$ cat src/rtl/placar_comando.sv
// placar_comando: debounced point-command stage that drives the score adder and
// latches its clamped result back into the team score.
module placar_comando #(
    parameter int DEBOUNCE_CYCLES = 50000,
    parameter int CNT_W           = 16,
    parameter int MAX_SCORE       = 99
) (
    input  logic       clk,
    input  logic       rst_n,
    input  logic       btn_1,
    input  logic       btn_2,
    input  logic       btn_3,
    input  logic       sub_mode,
    input  logic       zerar,
    input  logic [6:0] soma_in,
    input  logic       cout_in,
    output logic [1:0] pontos,
    output logic       cin,
    output logic [6:0] placar,
    output logic       update,
    output logic       erro
);
    typedef enum logic [1:0] {IDLE, DEBOUNCE, APPLY, HOLD} state_t;
    localparam logic [6:0]       MAX7     = 7'(MAX_SCORE);
    localparam logic [CNT_W-1:0] CNT_LAST = CNT_W'(DEBOUNCE_CYCLES - 1);
    state_t           r_state, w_state_nxt;
    logic [2:0]       r_btn_m, r_btn_s;
    logic             r_sub_m, r_sub_s;
    logic [CNT_W-1:0] r_cnt, w_cnt_nxt;
    logic [1:0]       r_pontos, w_pontos_nxt;
    logic             r_cin, w_cin_nxt;
    logic [6:0]       r_placar, w_placar_nxt;
    logic             r_update, w_update_nxt;
    logic             r_erro, w_erro_nxt;
    logic             w_one_hot, w_keep, w_clamp;
    logic [1:0]       w_pts;
    logic [2:0]       w_cap;
    logic [6:0]       w_result;
    assign w_one_hot = (r_btn_s == 3'b001) || (r_btn_s == 3'b010) || (r_btn_s == 3'b100);
    assign w_pts     = r_btn_s[0] ? 2'd1 : r_btn_s[1] ? 2'd2 : 2'd3;
    assign w_cap     = r_pontos == 2'd1 ? 3'b001 : r_pontos == 2'd2 ? 3'b010 : 3'b100;
    assign w_keep    = r_btn_s == w_cap;
    // Subtraction underflows when the adder produces no carry (a borrow occurred).
    assign w_clamp   = r_cin ? !cout_in : soma_in > MAX7;
    assign w_result  = w_clamp ? (r_cin ? 7'd0 : MAX7) : soma_in;
    always_ff @(posedge clk) begin
        if (!rst_n) begin
            r_btn_m  <= '0;
            r_btn_s  <= '0;
            r_sub_m  <= 1'b0;
            r_sub_s  <= 1'b0;
            r_state  <= IDLE;
            r_cnt    <= '0;
            r_pontos <= '0;
            r_cin    <= 1'b0;
            r_placar <= '0;
            r_update <= 1'b0;
            r_erro   <= 1'b0;
        end else begin
            r_btn_m  <= {btn_3, btn_2, btn_1};
            r_btn_s  <= r_btn_m;
            r_sub_m  <= sub_mode;
            r_sub_s  <= r_sub_m;
            r_state  <= w_state_nxt;
            r_cnt    <= w_cnt_nxt;
            r_pontos <= w_pontos_nxt;
            r_cin    <= w_cin_nxt;
            r_placar <= w_placar_nxt;
            r_update <= w_update_nxt;
            r_erro   <= w_erro_nxt;
        end
    end
    always_comb begin
        w_state_nxt  = r_state;
        w_cnt_nxt    = r_cnt;
        w_pontos_nxt = r_pontos;
        w_cin_nxt    = r_cin;
        w_placar_nxt = r_placar;
        w_update_nxt = 1'b0;
        w_erro_nxt   = r_erro;
        case (r_state)
            IDLE: if (w_one_hot) begin
                w_pontos_nxt = w_pts;
                w_cin_nxt    = r_sub_s;
                w_cnt_nxt    = '0;
                w_state_nxt  = DEBOUNCE;
            end
            DEBOUNCE: begin
                w_state_nxt = !w_keep ? IDLE : r_cnt == CNT_LAST ? APPLY : DEBOUNCE;
                w_cnt_nxt   = (w_keep && r_cnt != CNT_LAST) ? r_cnt + 1'b1 : r_cnt;
            end
            APPLY: begin
                w_placar_nxt = w_result;
                w_erro_nxt   = w_clamp;
                w_update_nxt = 1'b1;
                w_state_nxt  = HOLD;
            end
            HOLD:    w_state_nxt = r_btn_s == 3'b000 ? IDLE : HOLD;
            default: w_state_nxt = IDLE;
        endcase
        if (zerar) begin
            w_placar_nxt = '0;
            w_erro_nxt   = 1'b0;
            w_update_nxt = 1'b0;
            w_cnt_nxt    = '0;
            w_state_nxt  = IDLE;
        end
    end
    assign pontos = r_pontos;
    assign cin    = r_cin;
    assign placar = r_placar;
    assign update = r_update;
    assign erro   = r_erro;
endmodule

$ cat config.mk
export PLATFORM = sky130hd
export DESIGN_NAME = placar_comando
export DESIGN_NICKNAME = d
export VERILOG_FILES = /design/src/rtl/placar_comando.sv
export SDC_FILE = /design/constraint.sdc
export NUM_CORES = 1
export LEC_CHECK = 0
export BUFFER_PORTS_ARGS = -buffer_cell sky130_fd_sc_hd__buf_4
export CORE_MARGIN = 2
export CORE_UTILIZATION = 59
export DETAILED_ROUTE_END_ITERATION = 8
export GPL_ROUTABILITY_DRIVEN = 0
export GPL_TIMING_DRIVEN = 0
export PLACE_DENSITY_LB_ADDON = 0.12
export SLEW_MARGIN = 0
export SYNTH_ARGS = -nofsm -noshare
export SYNTH_HDL_FRONTEND = slang
export SYNTH_SLANG_ARGS = --single-unit
$ cat constraint.sdc
create_clock -name clk -period 3.75 [get_ports clk]
set_clock_uncertainty 0.1 [all_clocks]
set_input_delay 0.375 -clock clk [delete_from_list [all_inputs] [get_ports clk]]
set_output_delay 0.375 -clock clk [all_outputs]
set_load 0.1 [all_outputs]
==> results <==
- The worst slew margin relative to its limit is 0.720.
- CTS placed an instance of sky130_fd_sc_hd__clkbuf_4 at the clock tree root.
- For the pin with the worst max-slew slack, the measured transition is slightly above 0.4 ns.
- The tool flagged a number of max-cap violations equal to 0.
- The count of pins on the block boundary is 27.
- From bottom edge to top edge, the die measures between 50 and 60 um.
- In the final layout, the share of cells above drive strength 1 is 0.178.
- The nature of the critical path endpoint is a flop.
- The combined area of the multi-input logic cells is roughly 850 um2.
- The worst setup path is of the reg2reg kind.
- Dividing the detail-routed wire length by the instance count gives approximately 13 um.
- The post-synthesis cell type count is 38.
- The die covers roughly 3300 um2.
- STA classifies the critical path startpoint as a flop.
- The count of clock tree sinks is 38.
- The per-instance average area after synthesis is around 9 um2.
- The number of antenna violations at the first check in global routing was 0.
- Following the worst setup path forward leads to its endpoint at r_cnt[15]$_SDFFE_PP0P_.
- The number of DRC violations after detailed-routing iteration 0 is 73.
- The cell accounting for the most synthesized area is sky130_fd_sc_hd__dfxtp_1.
- The number of clock buffers added by TritonCTS is 5.
- The total of endpoints with negative setup slack in the final report is 0.
- For this design the ratio of total power to cell area is around 370 nW/um2.
- The yosys synthesis warning count is 0.
- TritonCTS built the clock tree.
- The area added between synthesis and finish is 16.7%.
- After clock tree synthesis, the flow added hold-fix buffers numbering 0.
- The cell class contributing the biggest share of worst-path delay is simple AND/OR/NAND/NOR gates.
- Synthesis handed over a netlist of between 150 and 200 instances.
- The width of the die is roughly 57 um.
- The first global-routing pass estimated 5.56 mm of wire.
- The largest incremental delay on the critical path is just under 0.5 ns.
- The share of the Yosys chip area taken by registers is 0.455.
- The critical path goes through inv_1 > ha_1 > xor2_1 > nor4_4 > a21oi_2 > buf_6 > or4_1 > a21oi_1.
- Summed over all failing endpoints, the final setup total negative slack is 0 ns.
- The analysis attributes to cell leakage a power of just over 0.0007 uW.
- The post-layout net count is between 200 and 250.
- The overall routed net length is 3.28 mm.
- Entering global routing, the biggest net connects 11 pins.
- After clock tree synthesis, the clock-pin slew on the worst setup and hold paths is around 0.10 ns.
- The instance count on the critical path is 8.
- The synthesis-stage register bit count is 38.
- The floorplan step defined a core boundary enclosing 2730 um2.
- For this run, design rule violations remaining after detail routing come to 0.
- Of the available clock period, the critical path in the final layout requires 0.627.
- In this run the critical register-to-register path is captured at r_cnt[15]$_SDFFE_PP0P_.
- The number of cell rows is 19.
- The overflow left after global routing is 0.
- Counting every net in the synthesized netlist gives between 200 and 250.
- The endpoint required time on the critical path is between 3 and 4 ns.
- The number of global-route vias before repair was 1289.
- The area share of the largest cell type after synthesis is 0.455.
- Counting instances in the post-synthesis netlist gives the leading cell types as sky130_fd_sc_hd__dfxtp_1 (38), sky130_fd_sc_hd__a21oi_1 (14), sky130_fd_sc_hd__nor2_1 (14).
- The reg-to-reg startpoint is pontos[0]$_SDFFE_PN0P_.
- The cell count after placement is roughly 240.
- The detail route stage leaves a number of antenna-violating nets equal to 0.
- The count of final max-slew check failures came to 0.
- The number of buffer and inverter stages on the critical path is 2.
- The worst supply voltage drop on vdd is roughly 0.4 mV.
- The hold violation count in the final report is 0.
- In this run, post-CTS repair resized a total of 0 instances.
- Data on the critical path arrives at its endpoint at approximately 2.5 ns.
- The count of input and output buffers is 26.
- The slack of the worst reg-to-reg path is 1.40 ns.
- Post-CTS timing repair inserted 0 buffers for setup.
- Setup repair after global routing left no endpoint under its margin.
- Summing internal, switching and leakage power gives just over 700 uW.
- The worst register-to-register path has a depth of 8.
- Based on the critical path, the design can be clocked at up to approximately 420 MHz.
- The via density per instance is slightly below 6.
- The smallest clock period supported by the final layout is computed as 2.35 ns.
- The clock reaches the later pin of the worst-skew pair after between 0.3 and 0.4 ns.
- The total global routing track utilization is 0.216.
- The number of optimization iterations in the first detailed-route pass is 5.
- The run finished with clean final reports.
- After synthesis the cells add up to 1670 um2.
- The cell with the largest stage delay on the worst path is sky130_fd_sc_hd__or4_1.
- The synthesized design contains 0 enable-type register cells.
- Detailed placement ended at an HPWL of around 2.5 mm.
- The count of non-filler cells in the finished layout is 250.
- After synthesis, the share of flip-flops with an asynchronous set or reset is 0.
- The most used flip-flop cell after synthesis is sky130_fd_sc_hd__dfxtp_1.
- The number of antenna diodes in the final layout is 0.
- The min-delay analysis places its worst path in the category in2reg.
- In this run the worst path has a maximum fanout of 10.
- Sorting the synthesized cells by area gives the leading types as sky130_fd_sc_hd__dfxtp_1 (45%), sky130_fd_sc_hd__a21oi_1 (4.2%), sky130_fd_sc_hd__and2_1 (4.1%).
- The number of levels the H-tree was split into is 2.
- The flip-flop and latch area is around 760 um2.
- The maximum clock insertion buffer count is 2.
- sky130_fd_sc_hd__dfxtp_1 is the most common cell in the netlist.
- The filler cells instantiated in the layout total 225.
- The number of vias in the routed layout is 1447.
- The initial utilization of the core area, before any placement, comes to 0.612.
- The final-layout worst hold slack is approximately 0.14 ns.
- The first element of the critical path is pontos[0]$_SDFFE_PN0P_.
kinds of logic (layout without fill, tap and decap cells):
kind of cell / Yosys count / count (layout) / synth area share
flip-flops: 38 / 38 / 0.455
AO/OA/AOI/OAI: 43 / 43 / 0.165
multiplexers: 3 / 3 / 0.0187
XOR/XNOR: 5 / 5 / 0.0262
AND/OR/NAND/NOR: 81 / 81 / 0.278
buffers and inverters: 13 / 46 / 0.0351
adder cells (fa/ha/maj): 3 / 3 / 0.0224
sequential cells by signal, summed over array words and instances, names as in the netlist:
register / flops
r_sub_s: 1
erro: 1
r_state: 2
pontos: 2
update: 1
r_btn_s: 3
r_sub_m: 1
r_btn_m: 3
cin: 1
r_cnt: 16
placar: 7
layer usage:
metal | track usage | up-vias | wire length [um]
li1 | - | 735 | -
met1 | 0.280 | 676 | 1430
met2 | 0.342 | 31 | 1630
met3 | 0.0748 | 5 | 176
met4 | 0.0698 | 0 | 43
met5 | 0 | - | 0
worst register-to-register path, cell delays in order (launching register included):
cell and delay, ns:
sky130_fd_sc_hd__dfxtp_1 0.40, sky130_fd_sc_hd__inv_1 0.06, sky130_fd_sc_hd__ha_1 0.31, sky130_fd_sc_hd__xor2_1 0.17
sky130_fd_sc_hd__nor4_4 0.36, sky130_fd_sc_hd__a21oi_2 0.12, sky130_fd_sc_hd__buf_6 0.15, sky130_fd_sc_hd__or4_1 0.49
sky130_fd_sc_hd__a21oi_1 0.15
power breakdown:
group | total (uW) | internal [uW] | switching, uW | leakage [uW]
sequential | 420 | 412 | 7.66 | 0.000309
combinational | 103 | 37.5 | 65.7 | 0.000392
clock | 195 | 70.7 | 124 | 0.0000254
total | 718 | 521 | 198 | 0.000726
final cells by class:
cell class | count | area share
flip-flops and latches | 38 | 0.390
clock buffers | 7 | 0.0231
repair buffers | 26 | 0.100
multi-input cells | 135 | 0.437
well taps | 31 | 0.0199
inverters | 4 | 0.00769
plain buffers | 9 | 0.0224
worst min path at each step:
stage                                     start                    end  slack [ns]  depth (start not counted)
after floorplan           r_btn_m[0]$_SDFF_PN0_  r_btn_s[0]$_SDFF_PN0_        0.31                          1
after global placement       r_sub_m$_SDFF_PN0_     r_sub_s$_SDFF_PN0_        0.32                          1
after detailed placement  r_btn_m[1]$_SDFF_PN0_  r_btn_s[1]$_SDFF_PN0_        0.33                          1
after CTS                                 btn_1  r_btn_m[0]$_SDFF_PN0_        0.14                          2
after global routing                      btn_2  r_btn_m[1]$_SDFF_PN0_        0.13                          2
final                                     btn_2  r_btn_m[1]$_SDFF_PN0_        0.14                          2
placed cells by master, fill, tap and decap left out, drive strengths merged:
cell type  instances
a211oi             3
a21oi             15
a22oi              5
a311oi             1
and2              11
and3               1
and4               2
buf               30
clkbuf            12
dfxtp             38
ha                 3
inv                4
mux2               1
mux2i              2
nand2             10
nand2b             4
nand3              5
nand3b             1
nand4              4
nor2              14
nor2b              3
nor3               7
nor3b              1
nor4               1
nor4b              1
nor4bb             1
o211a              3
o21ai             12
o31ai              4
or2                1
or2b               1
or3               10
or4                3
xor2               5
metrics by stage:
stage | area (um2) | utilization | setup slack, ns
2_1_floorplan | 1670 | - | 0.865
3_3_place_gp | 1910 | 0.697 | 1.50
3_5_place_dp | 1910 | 0.697 | 1.40
4_1_cts | 1950 | 0.714 | 1.36
5_1_grt | 1950 | 0.714 | 1.29
6_report | 1950 | 0.714 | 1.40
Note: power is estimated with default switching activity, not from simulation.
